==> config.mk <==
export PLATFORM = sky130hd
export DESIGN_NAME = game_status_tracker_flat
export DESIGN_NICKNAME = d
export VERILOG_FILES = /design/src/rtl/game_status_tracker_if.sv /design/src/rtl/game_status_tracker.sv /design/src/flat_wrapper.sv
export SDC_FILE = /design/constraint.sdc
export NUM_CORES = 1
export LEC_CHECK = 0
export CAP_MARGIN = 20
export CORE_AREA = 2 2 70 72
export CTS_CLUSTER_DIAMETER = 120
export DETAILED_ROUTE_END_ITERATION = 16
export DIE_AREA = 0 0 72 74
export HOLD_SLACK_MARGIN = 0.1
export PLACE_DENSITY = 0.78
export SLEW_MARGIN = 20
export SYNTH_ARGS = -nofsm -noshare
export SYNTH_HDL_FRONTEND = slang
export SYNTH_SLANG_ARGS = --single-unit
==> constraint.sdc <==
create_clock -name clk -period 3.92 [get_ports clk]
set_input_delay 0.392 -clock clk [delete_from_list [all_inputs] [get_ports clk]]
set_output_delay 0.392 -clock clk [all_outputs]
set_load 0.01 [all_outputs]
==> src/rtl/game_status_tracker_if.sv <==
// Event and status bundle between the sprite/collision logic, the game-flow FSM
// and game_status_tracker. The master drives events; the tracker (slave) drives status.
interface game_status_tracker_if;
    logic        start;
    logic        is_playing;
    logic        frame_tick;
    logic        alien_hit;
    logic [1:0]  alien_row;
    logic        player_hit;
    logic        invaders_landed;
    logic        wave_cleared;
    logic        finished;
    logic [15:0] score;
    logic [15:0] hi_score;
    logic [1:0]  lives;
    logic [3:0]  wave;
    logic        invulnerable;

    modport master (
        output start, is_playing, frame_tick, alien_hit, alien_row,
               player_hit, invaders_landed, wave_cleared,
        input  finished, score, hi_score, lives, wave, invulnerable
    );

    modport slave (
        input  start, is_playing, frame_tick, alien_hit, alien_row,
               player_hit, invaders_landed, wave_cleared,
        output finished, score, hi_score, lives, wave, invulnerable
    );
endinterface

==> src/rtl/game_status_tracker.sv <==
// Score (4-digit BCD), lives, wave and game-over tracking for one game.
// Define GAME_HISCORE_EN to build the high-score register; otherwise hi_score reads 0.
module game_status_tracker #(
    parameter int START_LIVES    = 3,
    parameter int RESPAWN_FRAMES = 90
) (
    input  logic                   clk,
    input  logic                   reset,
    game_status_tracker_if.slave   bus
);

    typedef enum logic [1:0] {IDLE, PLAYING, RESPAWN, OVER} state_t;

    state_t      state, state_next;
    logic [15:0] score, score_next;
    logic [1:0]  lives, lives_next;
    logic [3:0]  wave, wave_next;
    logic        finished, finished_next;
    logic [7:0]  respawn_cnt, respawn_cnt_next;
    logic        invulnerable;
    logic [1:0]  hit_tens;

    // Adds 10, 20 or 30 to a BCD word; the ones digit never changes.
    function automatic logic [15:0] bcd_add_tens(input logic [15:0] value, input logic [1:0] tens);
        logic [15:0] sum;
        logic [3:0]  digit;
        logic        carry;
        sum   = value;
        digit = value[7:4] + {2'b00, tens};
        carry = 1'b0;
        if (digit > 4'd9) begin
            digit = digit - 4'd10;
            carry = 1'b1;
        end
        sum[7:4] = digit;
        digit = value[11:8] + {3'b000, carry};
        carry = 1'b0;
        if (digit > 4'd9) begin
            digit = digit - 4'd10;
            carry = 1'b1;
        end
        sum[11:8] = digit;
        digit = value[15:12] + {3'b000, carry};
        carry = 1'b0;
        if (digit > 4'd9) begin
            digit = digit - 4'd10;
            carry = 1'b1;
        end
        sum[15:12] = digit;
        if (carry) sum = 16'h9999;
        return sum;
    endfunction

    always_comb begin
        // NOTE: every value written here gets a default first, so no path can infer a latch.
        state_next       = state;
        score_next       = score;
        lives_next       = lives;
        wave_next        = wave;
        finished_next    = finished;
        respawn_cnt_next = respawn_cnt;
        case (bus.alien_row)
            2'd0:    hit_tens = 2'd3;
            2'd1:    hit_tens = 2'd2;
            default: hit_tens = 2'd1;
        endcase

        if (bus.start) begin
            state_next       = PLAYING;
            score_next       = 16'h0000;
            lives_next       = 2'(START_LIVES);
            wave_next        = 4'd1;
            finished_next    = 1'b0;
            respawn_cnt_next = 8'd0;
        end else if ((state == PLAYING || state == RESPAWN) && bus.is_playing) begin
            // Score and wave still count in the cycle that ends the game.
            if (bus.alien_hit)
                score_next = bcd_add_tens(score, hit_tens);
            if (bus.wave_cleared && wave != 4'd15)
                wave_next = wave + 4'd1;

            if (bus.invaders_landed) begin
                state_next    = OVER;
                lives_next    = 2'd0;
                finished_next = 1'b1;
            end else if (bus.player_hit && state == PLAYING) begin
                if (lives == 2'd1) begin
                    state_next    = OVER;
                    lives_next    = 2'd0;
                    finished_next = 1'b1;
                end else begin
                    state_next       = RESPAWN;
                    lives_next       = lives - 2'd1;
                    respawn_cnt_next = 8'(RESPAWN_FRAMES);
                end
            end else if (bus.frame_tick && state == RESPAWN) begin
                respawn_cnt_next = respawn_cnt - 8'd1;
                if (respawn_cnt == 8'd1)
                    state_next = PLAYING;
            end
        end
    end

    always_ff @(posedge clk or negedge reset) begin
        if (!reset) begin
            state        <= IDLE;
            score        <= 16'h0000;
            lives        <= 2'd0;
            wave         <= 4'd0;
            finished     <= 1'b0;
            respawn_cnt  <= 8'd0;
            invulnerable <= 1'b0;
        end else begin
            // NOTE: non-blocking so every register samples pre-edge values regardless of statement order.
            state        <= state_next;
            score        <= score_next;
            lives        <= lives_next;
            wave         <= wave_next;
            finished     <= finished_next;
            respawn_cnt  <= respawn_cnt_next;
            invulnerable <= (state_next == RESPAWN);
        end
    end

`ifdef GAME_HISCORE_EN
    logic [15:0] hi_score;

    // Score is frozen in OVER, so comparing on every OVER edge equals comparing on the first.
    always_ff @(posedge clk or negedge reset) begin
        if (!reset)
            hi_score <= 16'h0000;
        else if (state == OVER && score > hi_score)
            hi_score <= score;
    end

    assign bus.hi_score = hi_score;
`else
    assign bus.hi_score = 16'h0000;
`endif

    assign bus.finished     = finished;
    assign bus.score        = score;
    assign bus.lives        = lives;
    assign bus.wave         = wave;
    assign bus.invulnerable = invulnerable;

endmodule

==> src/flat_wrapper.sv <==
// flat-port wrapper written by rule: the top's interface ports become plain ports
module game_status_tracker_flat 
#(
    parameter int START_LIVES    = 3,
    parameter int RESPAWN_FRAMES = 90
)
  (clk, reset, bus_start, bus_is_playing, bus_frame_tick, bus_alien_hit, bus_alien_row, bus_player_hit, bus_invaders_landed, bus_wave_cleared, bus_finished, bus_score, bus_hi_score, bus_lives, bus_wave, bus_invulnerable);
  game_status_tracker_if bus_i ();
  input  logic clk;
  input  logic reset;
  input wire logic [$bits(bus_i.start)-1:0] bus_start;
  input wire logic [$bits(bus_i.is_playing)-1:0] bus_is_playing;
  input wire logic [$bits(bus_i.frame_tick)-1:0] bus_frame_tick;
  input wire logic [$bits(bus_i.alien_hit)-1:0] bus_alien_hit;
  input wire logic [$bits(bus_i.alien_row)-1:0] bus_alien_row;
  input wire logic [$bits(bus_i.player_hit)-1:0] bus_player_hit;
  input wire logic [$bits(bus_i.invaders_landed)-1:0] bus_invaders_landed;
  input wire logic [$bits(bus_i.wave_cleared)-1:0] bus_wave_cleared;
  output wire logic [$bits(bus_i.finished)-1:0] bus_finished;
  output wire logic [$bits(bus_i.score)-1:0] bus_score;
  output wire logic [$bits(bus_i.hi_score)-1:0] bus_hi_score;
  output wire logic [$bits(bus_i.lives)-1:0] bus_lives;
  output wire logic [$bits(bus_i.wave)-1:0] bus_wave;
  output wire logic [$bits(bus_i.invulnerable)-1:0] bus_invulnerable;
  assign bus_i.start = bus_start;
  assign bus_i.is_playing = bus_is_playing;
  assign bus_i.frame_tick = bus_frame_tick;
  assign bus_i.alien_hit = bus_alien_hit;
  assign bus_i.alien_row = bus_alien_row;
  assign bus_i.player_hit = bus_player_hit;
  assign bus_i.invaders_landed = bus_invaders_landed;
  assign bus_i.wave_cleared = bus_wave_cleared;
  assign bus_finished = bus_i.finished;
  assign bus_score = bus_i.score;
  assign bus_hi_score = bus_i.hi_score;
  assign bus_lives = bus_i.lives;
  assign bus_wave = bus_i.wave;
  assign bus_invulnerable = bus_i.invulnerable;
  game_status_tracker #(.START_LIVES(START_LIVES), .RESPAWN_FRAMES(RESPAWN_FRAMES)) u_core (.clk(clk), .reset(reset), .bus(bus_i));
endmodule
==> results of run 1 <==
## layout by cell type, fill, tap and decap left out, drive strengths merged, types with 2 or more instances in the layout
cell	netlist	layout
a211oi	4	4
a21oi	26	26
a311oi	5	5
and2	4	4
and3	3	3
buf	21	21
clkbuf	8	6
clkdlybuf4s50	0	30
conb	1	18
dfrtp	31	31
ha	14	14
inv	14	14
mux2i	2	2
nand2	15	15
nand3	11	11
nand4	3	3
nor2	23	23
nor2b	3	3
nor3	10	10
nor4	3	3
o21a	2	2
o21ai	17	17
o41ai	2	2
or3	3	3
xnor2	3	3
xor2	6	6
## what timing repair did
action,in CTS,in global routing
resized for setup,0,12
endpoints found under the setup margin,0,4
hold buffers,0,0
## power groups by stage
stage	clock, mW	combinational [mW]	sequential [mW]
final	0.252	0.176	0.352
after global placement	0	0.171	0.357
after global routing	0.276	0.197	0.354
after CTS	0.260	0.175	0.352
after floorplan	0	0.118	0.358
after detailed placement	0	0.173	0.357
## synthesized netlist by cell type, types with 5 or more instances
master / instances / share of area (%)
sky130_fd_sc_hd__nand3_1: 11 / 2.5
sky130_fd_sc_hd__o21ai_0: 13 / 3.0
sky130_fd_sc_hd__inv_1: 14 / 2.4
sky130_fd_sc_hd__ha_1: 14 / 8.0
sky130_fd_sc_hd__dfrtp_1: 31 / 35
sky130_fd_sc_hd__nand2_1: 15 / 2.6
sky130_fd_sc_hd__nor2_1: 23 / 3.9
sky130_fd_sc_hd__nor3_1: 10 / 2.3
sky130_fd_sc_hd__clkbuf_1: 7 / 1.2
sky130_fd_sc_hd__a21oi_1: 26 / 5.9
sky130_fd_sc_hd__a311oi_1: 5 / 2.0
sky130_fd_sc_hd__buf_4: 19 / 6.5
sky130_fd_sc_hd__xor2_1: 6 / 2.4
## worst paths after layout
check                                              to
worst max-delay path              u_core.bus.score[6]
worst min-delay path               u_core.bus.wave[2]
worst max register to register    u_core.bus.score[6]
worst min register to register  u_core.respawn_cnt[3]
max in group asynchronous        u_core.bus.score[14]
min in group clk                u_core.respawn_cnt[3]
## per-stage QoR
stage               instance area (sq um)  hold WS (ns)  setup WS (ns)  power, mW
CTS                                  2680         0.121          0.153      0.786
finish                               2730        0.0958          0.317      0.779
global placement                     2590         0.479        0.00999      0.527
floorplan                            2260        0.0964          0.161      0.476
detailed placement                   2590         0.419         -0.149      0.530
global route                         2730         0.147         0.0602      0.828
## kinds of logic (layout without fill, tap and decap cells)
family / after synthesis / count (layout)
muxes: 2 / 2
adders and majority gates: 15 / 15
other: 1 / 18
xor gates and xnor gates: 9 / 9
DFF: 31 / 31
AOI/OAI and AO/OA: 66 / 66
buffers and inverters: 44 / 73
and+or+nand+nor: 87 / 87
## critical path, cell delays in order
cell and delay, ns:
sky130_fd_sc_hd__clkdlybuf4s50_1 0.39, sky130_fd_sc_hd__nand2_1 0.08, sky130_fd_sc_hd__ha_2 0.17, sky130_fd_sc_hd__inv_1 0.05, sky130_fd_sc_hd__fa_1 0.37, sky130_fd_sc_hd__xor2_1 0.16
sky130_fd_sc_hd__a21oi_1 0.15, sky130_fd_sc_hd__ha_2 0.20, sky130_fd_sc_hd__buf_4 0.13, sky130_fd_sc_hd__nand3_2 0.08, sky130_fd_sc_hd__xor2_1 0.17, sky130_fd_sc_hd__a21oi_1 0.15
sky130_fd_sc_hd__ha_2 0.24, sky130_fd_sc_hd__ha_4 0.14, sky130_fd_sc_hd__xor2_1 0.06, sky130_fd_sc_hd__nor2_1 0.16, sky130_fd_sc_hd__nor2_2 0.08, sky130_fd_sc_hd__or4_4 0.51
sky130_fd_sc_hd__a21oi_2 0.14
## routing by layer
metal  up-vias  wire [um]  share of wire, %  track usage, %
met2        63       2430                50            33.5
met3         4        301               6.2            4.88
met5         -          0                 0               0
li1        956          -                 -               -
met1       937       2100                43            24.5
met4         0         21              0.43            5.45
## final cells by class
| cell class | instances | area [sq um] |
|---|---|---|
| Inverter | 14 | 52.6 |
| Fill cell | 410 | 1870 |
| Sequential cell | 31 | 776 |
| Multi-Input combinational cell | 197 | 1280 |
| Timing Repair Buffer | 52 | 468 |
| Tap cell | 54 | 67.6 |
| Clock inverter | 1 | 5.00 |
| Clock buffer | 6 | 82.6 |
## registers in the layout, indices dropped and copies added, names as in the netlist
| signal | cells |
|---|---|
| u_core.bus.lives | 2 |
| u_core.respawn_cnt | 8 |
| u_core.bus.score | 13 |
| u_core.bus.invulnerable | 1 |
| u_core.state | 2 |
| u_core.bus.wave | 4 |
| u_core.bus.finished | 1 |
==> flow_metrics.tcl, run 1 <==
set metrics [dict create \
    cts_tree "yes" \
    yosysWarningCount 0 \
    comb_power_share_pct 22.6 \
    synth-simple-area-share_pct 20.9 \
    path_class "in -> reg" \
    worstSkewPairLatency_ns 0.28 \
    rows 25 \
    critical_path_end_type "flop" \
    clkSinkCount 31 \
    final_hold_viol_count 0 \
    num_antenna_cells 0 \
    sort_of_element_at_the_start_of_the_critical_path "input port" \
    grtUsageTotal_pct 19.4 \
    initial_antenna_violation_count 0 \
    max-clock-path-buffers 2 \
    asyncSetResetFlopFracSynth_pct 100 \
    seq_area_frac_synth_pct 35.3 \
    portBuffers 32 \
    rrSetupSlack_ns 0.53 \
    synthCells 255 \
    synth_compound_gate_area_share_pct 18.5 \
    synthToLayoutAreaGrowth_pct 24.1 \
    hpwl_um 3480 \
    power-per-cell-area_nw_per_um2 286 \
    via_count_of_the_first_global_routing_pass 1857 \
    report.final.slew_viol_count 0 \
    synth_top_family_by_area "simple AND/OR/NAND/NOR gates" \
    firstDrtPassIters 4 \
    final_min_period_over_clock_period_pct 91.9 \
    timing.hold.worst.class "in -> async" \
    synth_xor_xnor_area_share_pct 3.59 \
    grt_max_degree 26 \
    synth-adder-area-share_pct 8.88 \
    drc_errors 0 \
    synth_top_flop_cell "sky130_fd_sc_hd__dfrtp_1" \
    finalCriticalPeriod_ns 3.60 \
    gr-total-overflow 0 \
    die_w_um 72 \
    worst_r2r_startpoint "u_core.bus.score[4]" \
    placed_cells 348 \
    finalWirelength_um 4850 \
    max_slew.worst_pin.slew_ns 0.556 \
    timing.slew.headroom_pct 62.9 \
    final.setup_skew_ns 0.00251 \
    sw_frac_of_total_pct 29.2 \
    syn_area_per_cell_sq_um 8.62 \
    p_switching_mw 0.227 \
    power.static_leakage_nw 1.20 \
    starting_density_pct 47.8 \
    synth.lib_cells_used.distinct 54 \
    run_status "complete, no violations" \
    route.detailed.wl_per_inst_um 13.7 \
    core_area_sq_um 4600 \
    critical_path_peak_fanout 4 \
    crit_start "bus_alien_row[0]" \
    postSynthRegisterBits 31 \
    cap_violations 0 \
    die_area_sq_um 5330 \
    cts_inserted_buffers 5 \
    worst-endpoint-arrival_ns 3.81 \
    clk_transition_reported_paths_ns 0.06 \
    routed-via-count 1960 \
    globalplace.congestion 0.863 \
    nets 327 \
    stdcell_count 355 \
    detail-route-antenna-nets 0 \
    post_cts.repair.setup_buffers 0 \
    drt_iter0_drc 102 \
    peakVddDrop_mv 0.129 \
    number_of_enable_type_register_cells_in_the_synthesized_netlist 0 \
    sequentialPowerShare_pct 45.1 \
    vias_per_cell 5.52 \
    cp_data_required_time_ns 4.13 \
    die_h_um 74 \
    drive_above_1_share_pct 15.0 \
    h-tree-depth 2 \
    synth.area.mux_share_pct 0.911 \
    ctsRootBufferMaster "sky130_fd_sc_hd__clkbuf_8" \
    finish.utilization_pct 59.3 \
    cell_internal_pwr_mw 0.552 \
    mapped_area_sq_um 2200 \
    clkPwrFrac_pct 32.3 \
    fmax_ghz 0.278 \
    final-setup-viol-count 0 \
    floorplan.io_pins 51 \
    worst_r2r_path_depth 17 \
    final.setup.tns_ns 0 \
    grt_first_pass_wirelength_um 8140 \
    unrepaired_setup_endpoints_after_global_routing "no" \
]
No activity file was read; power rests on OpenSTA's default activity.
==> inputs of run 2 (changes only) <==
--- a/config.mk
+++ b/config.mk
@@ -12,6 +12,7 @@
 export DIE_AREA = 0 0 72 74
 export HOLD_SLACK_MARGIN = 0.1
 export PLACE_DENSITY = 0.78
+export REMOVE_ABC_BUFFERS = 1
 export SLEW_MARGIN = 20
 export SYNTH_ARGS = -nofsm -noshare
 export SYNTH_HDL_FRONTEND = slang
==> flow_metrics.tcl, run 2 (synthesis gave the netlist of run 1 again) <==
set metrics [dict create \
    run_status "complete, no violations" \
    die_w_um 72 \
    portBuffers 32 \
    path_class "in -> reg" \
    dpl_cell_area_sq_um 2590 \
    finalInstanceArea_sq_um 2740 \
    starting_density_pct 47.8 \
    num_antenna_cells 0 \
    clk_transition_reported_paths_ns 0.07 \
    h-tree-depth 2 \
    comb_power_share_pct 22.3 \
    grt_use_met3_pct 4.34 \
    finalWirelength_um 4820 \
    sw_frac_of_total_pct 29.8 \
    routed-via-count 1977 \
    firstDrtPassIters 4 \
    rrSetupSlack_ns 0.48 \
    met1_usage_pct 25.2 \
    p_switching_mw 0.234 \
    mostFrequentLayoutCells "sky130_fd_sc_hd__clkdlybuf4s50_1, sky130_fd_sc_hd__dfrtp_1, sky130_fd_sc_hd__a21oi_1" \
    final-setup-viol-count 0 \
    max_slew.worst_pin.slew_ns 0.535 \
    final_hold_viol_count 0 \
    cp_data_required_time_ns 4.14 \
    final.setup_skew_ns 0.00613 \
    finish.utilization_pct 59.5 \
    nets 327 \
    initial_antenna_violation_count 0 \
    layout_top_registers "u_core.bus.score (13), u_core.respawn_cnt (8), u_core.bus.wave (4)" \
    final_min_period_over_clock_period_pct 95.5 \
    hpwl_um 3450 \
    floorplan.io_pins 51 \
    rows 25 \
    die_area_sq_um 5330 \
    final.setup.tns_ns 0 \
    synthToLayoutAreaGrowth_pct 24.5 \
    finalCriticalPeriod_ns 3.74 \
    grt-busiest-layer "met2" \
    core_area_sq_um 4600 \
    drc_errors 0 \
    clkPwrFrac_pct 32.9 \
    layout_commonest_cell "sky130_fd_sc_hd__clkdlybuf4s50_1" \
    timing.slew.headroom_pct 64.1 \
    power.static_leakage_nw 1.19 \
    critical_path_peak_fanout 4 \
    drive_above_1_share_pct 15.3 \
    critical_path_end_type "flop" \
    placed_cells 347 \
    worstSkewPairLatency_ns 0.29 \
    vias_per_cell 5.57 \
    grtUsageTotal_pct 19.7 \
    fmax_ghz 0.267 \
    register_name_with_the_most_flops "u_core.bus.score" \
    grtUsageMet2_pct 33.5 \
    clkSinkCount 31 \
    cell_internal_pwr_mw 0.552 \
    sequentialPowerShare_pct 44.8 \
    final.fill_count 405 \
    power-per-cell-area_nw_per_um2 287 \
    ctsRootBufferMaster "sky130_fd_sc_hd__clkbuf_8" \
    report.final.slew_viol_count 0 \
    detail-route-antenna-nets 0 \
    grt_max_degree 32 \
    grt_first_pass_wirelength_um 8310 \
    timing.hold.worst.class "in -> async" \
    drt_iter0_drc 110 \
    cts_inserted_buffers 5 \
    die_h_um 74 \
    cts_tree "yes" \
    globalplace.congestion 0.855 \
    largest_reg_flops 13 \
    gr-total-overflow 0 \
    route.detailed.wl_per_inst_um 13.6 \
    peakVddDrop_mv 0.237 \
    sort_of_element_at_the_start_of_the_critical_path "input port" \
    worst-endpoint-arrival_ns 3.96 \
    stdcell_count 355 \
    via_count_of_the_first_global_routing_pass 1869 \
    cap_violations 0 \
    max-clock-path-buffers 2 \
]
==> run 2: cell count changes in the layout (fill, tap and decap cells not counted) <==
cell	previous run	this run
sky130_fd_sc_hd__a21oi_1	25	24
sky130_fd_sc_hd__buf_2	1	0
sky130_fd_sc_hd__a21oi_2	1	2
sky130_fd_sc_hd__ha_2	3	4
sky130_fd_sc_hd__ha_1	10	9
sky130_fd_sc_hd__dlymetal6s2s_1	1	0
sky130_fd_sc_hd__clkdlybuf4s50_1	30	32
==> run 2: through the flow <==
step	hold WS, ns	setup WS (ns)	power [mW]
floorplan	0.0964	0.223	0.454
global placement	0.481	-0.0348	0.527
detailed placement	0.487	-0.194	0.532
CTS	0.506	0.0574	0.791
global route	0.517	-0.0152	0.833
finish	0.497	0.178	0.787
==> run 2: cell type report <==
| class | instances | area [sq um] | area share [%] |
|---|---|---|---|
| inverters | 14 | 52.6 | 1.92 |
| clock inverters | 1 | 5.00 | 0.183 |
| multi-input cells | 197 | 1280 | 46.9 |
| flip-flops and latches | 31 | 776 | 28.3 |
| well taps | 54 | 67.6 | 2.47 |
| clock buffers | 6 | 82.6 | 3.02 |
| repair buffers | 52 | 470 | 17.2 |
==> run 2: power by group through the flow <==
stage | Sequential (mW) | Clock, mW | Combinational (mW)
global route | 0.355 | 0.278 | 0.199
CTS | 0.352 | 0.264 | 0.175
finish | 0.352 | 0.259 | 0.176
floorplan | 0.359 | 0 | 0.0946
detailed placement | 0.358 | 0 | 0.174
global placement | 0.357 | 0 | 0.170
==> run 2: final timing paths <==
path	to	startpoint	cells after the start
max	u_core.bus.score[6]	bus_alien_row[1]	20
min	u_core.bus.wave[3]	reset	2
max reg2reg	u_core.bus.score[6]	u_core.bus.score[4]	17
min reg2reg	u_core.bus.finished	u_core.bus.finished	1
max in group asynchronous	u_core.bus.wave[2]	reset	2
min in group clk	u_core.bus.finished	u_core.bus.finished	1
==> run 2: per-layer routing <==
| layer | share of wire, % | vias to the layer above | wire, um |
|---|---|---|---|
| met4 | 1.4 | 0 | 69 |
| met3 | 5.8 | 7 | 281 |
| met5 | 0 | - | 0 |
| met1 | 45 | 943 | 2180 |
| li1 | - | 961 | - |
| met2 | 47 | 66 | 2280 |
==> run 2: worst max-delay path, stage by stage <==
cell                              delay [ns]
sky130_fd_sc_hd__clkdlybuf4s50_1        0.49
sky130_fd_sc_hd__inv_1                  0.06
sky130_fd_sc_hd__nand2_1                0.06
sky130_fd_sc_hd__ha_2                   0.17
sky130_fd_sc_hd__inv_1                  0.05
sky130_fd_sc_hd__fa_1                   0.37
sky130_fd_sc_hd__xor2_1                 0.16
sky130_fd_sc_hd__a21oi_1                0.14
sky130_fd_sc_hd__ha_2                   0.21
sky130_fd_sc_hd__buf_4                  0.13
sky130_fd_sc_hd__nand3_2                0.07
sky130_fd_sc_hd__xor2_1                 0.18
sky130_fd_sc_hd__a21oi_2                0.06
sky130_fd_sc_hd__ha_2                   0.22
sky130_fd_sc_hd__ha_4                   0.16
sky130_fd_sc_hd__xor2_1                 0.15
sky130_fd_sc_hd__nor2_1                 0.14
sky130_fd_sc_hd__nor2_2                 0.07
sky130_fd_sc_hd__or4_4                  0.51
sky130_fd_sc_hd__a21oi_2                0.14
==> run 2: timing repair <==
| action | in CTS | in global routing |
|---|---|---|
| setup buffers | 0 | 1 |
| hold buffers | 0 | 0 |
| setup endpoints to repair | 0 | 9 |
| gates resized for setup | 0 | 13 |
| endpoints found under the hold margin | 0 | 0 |
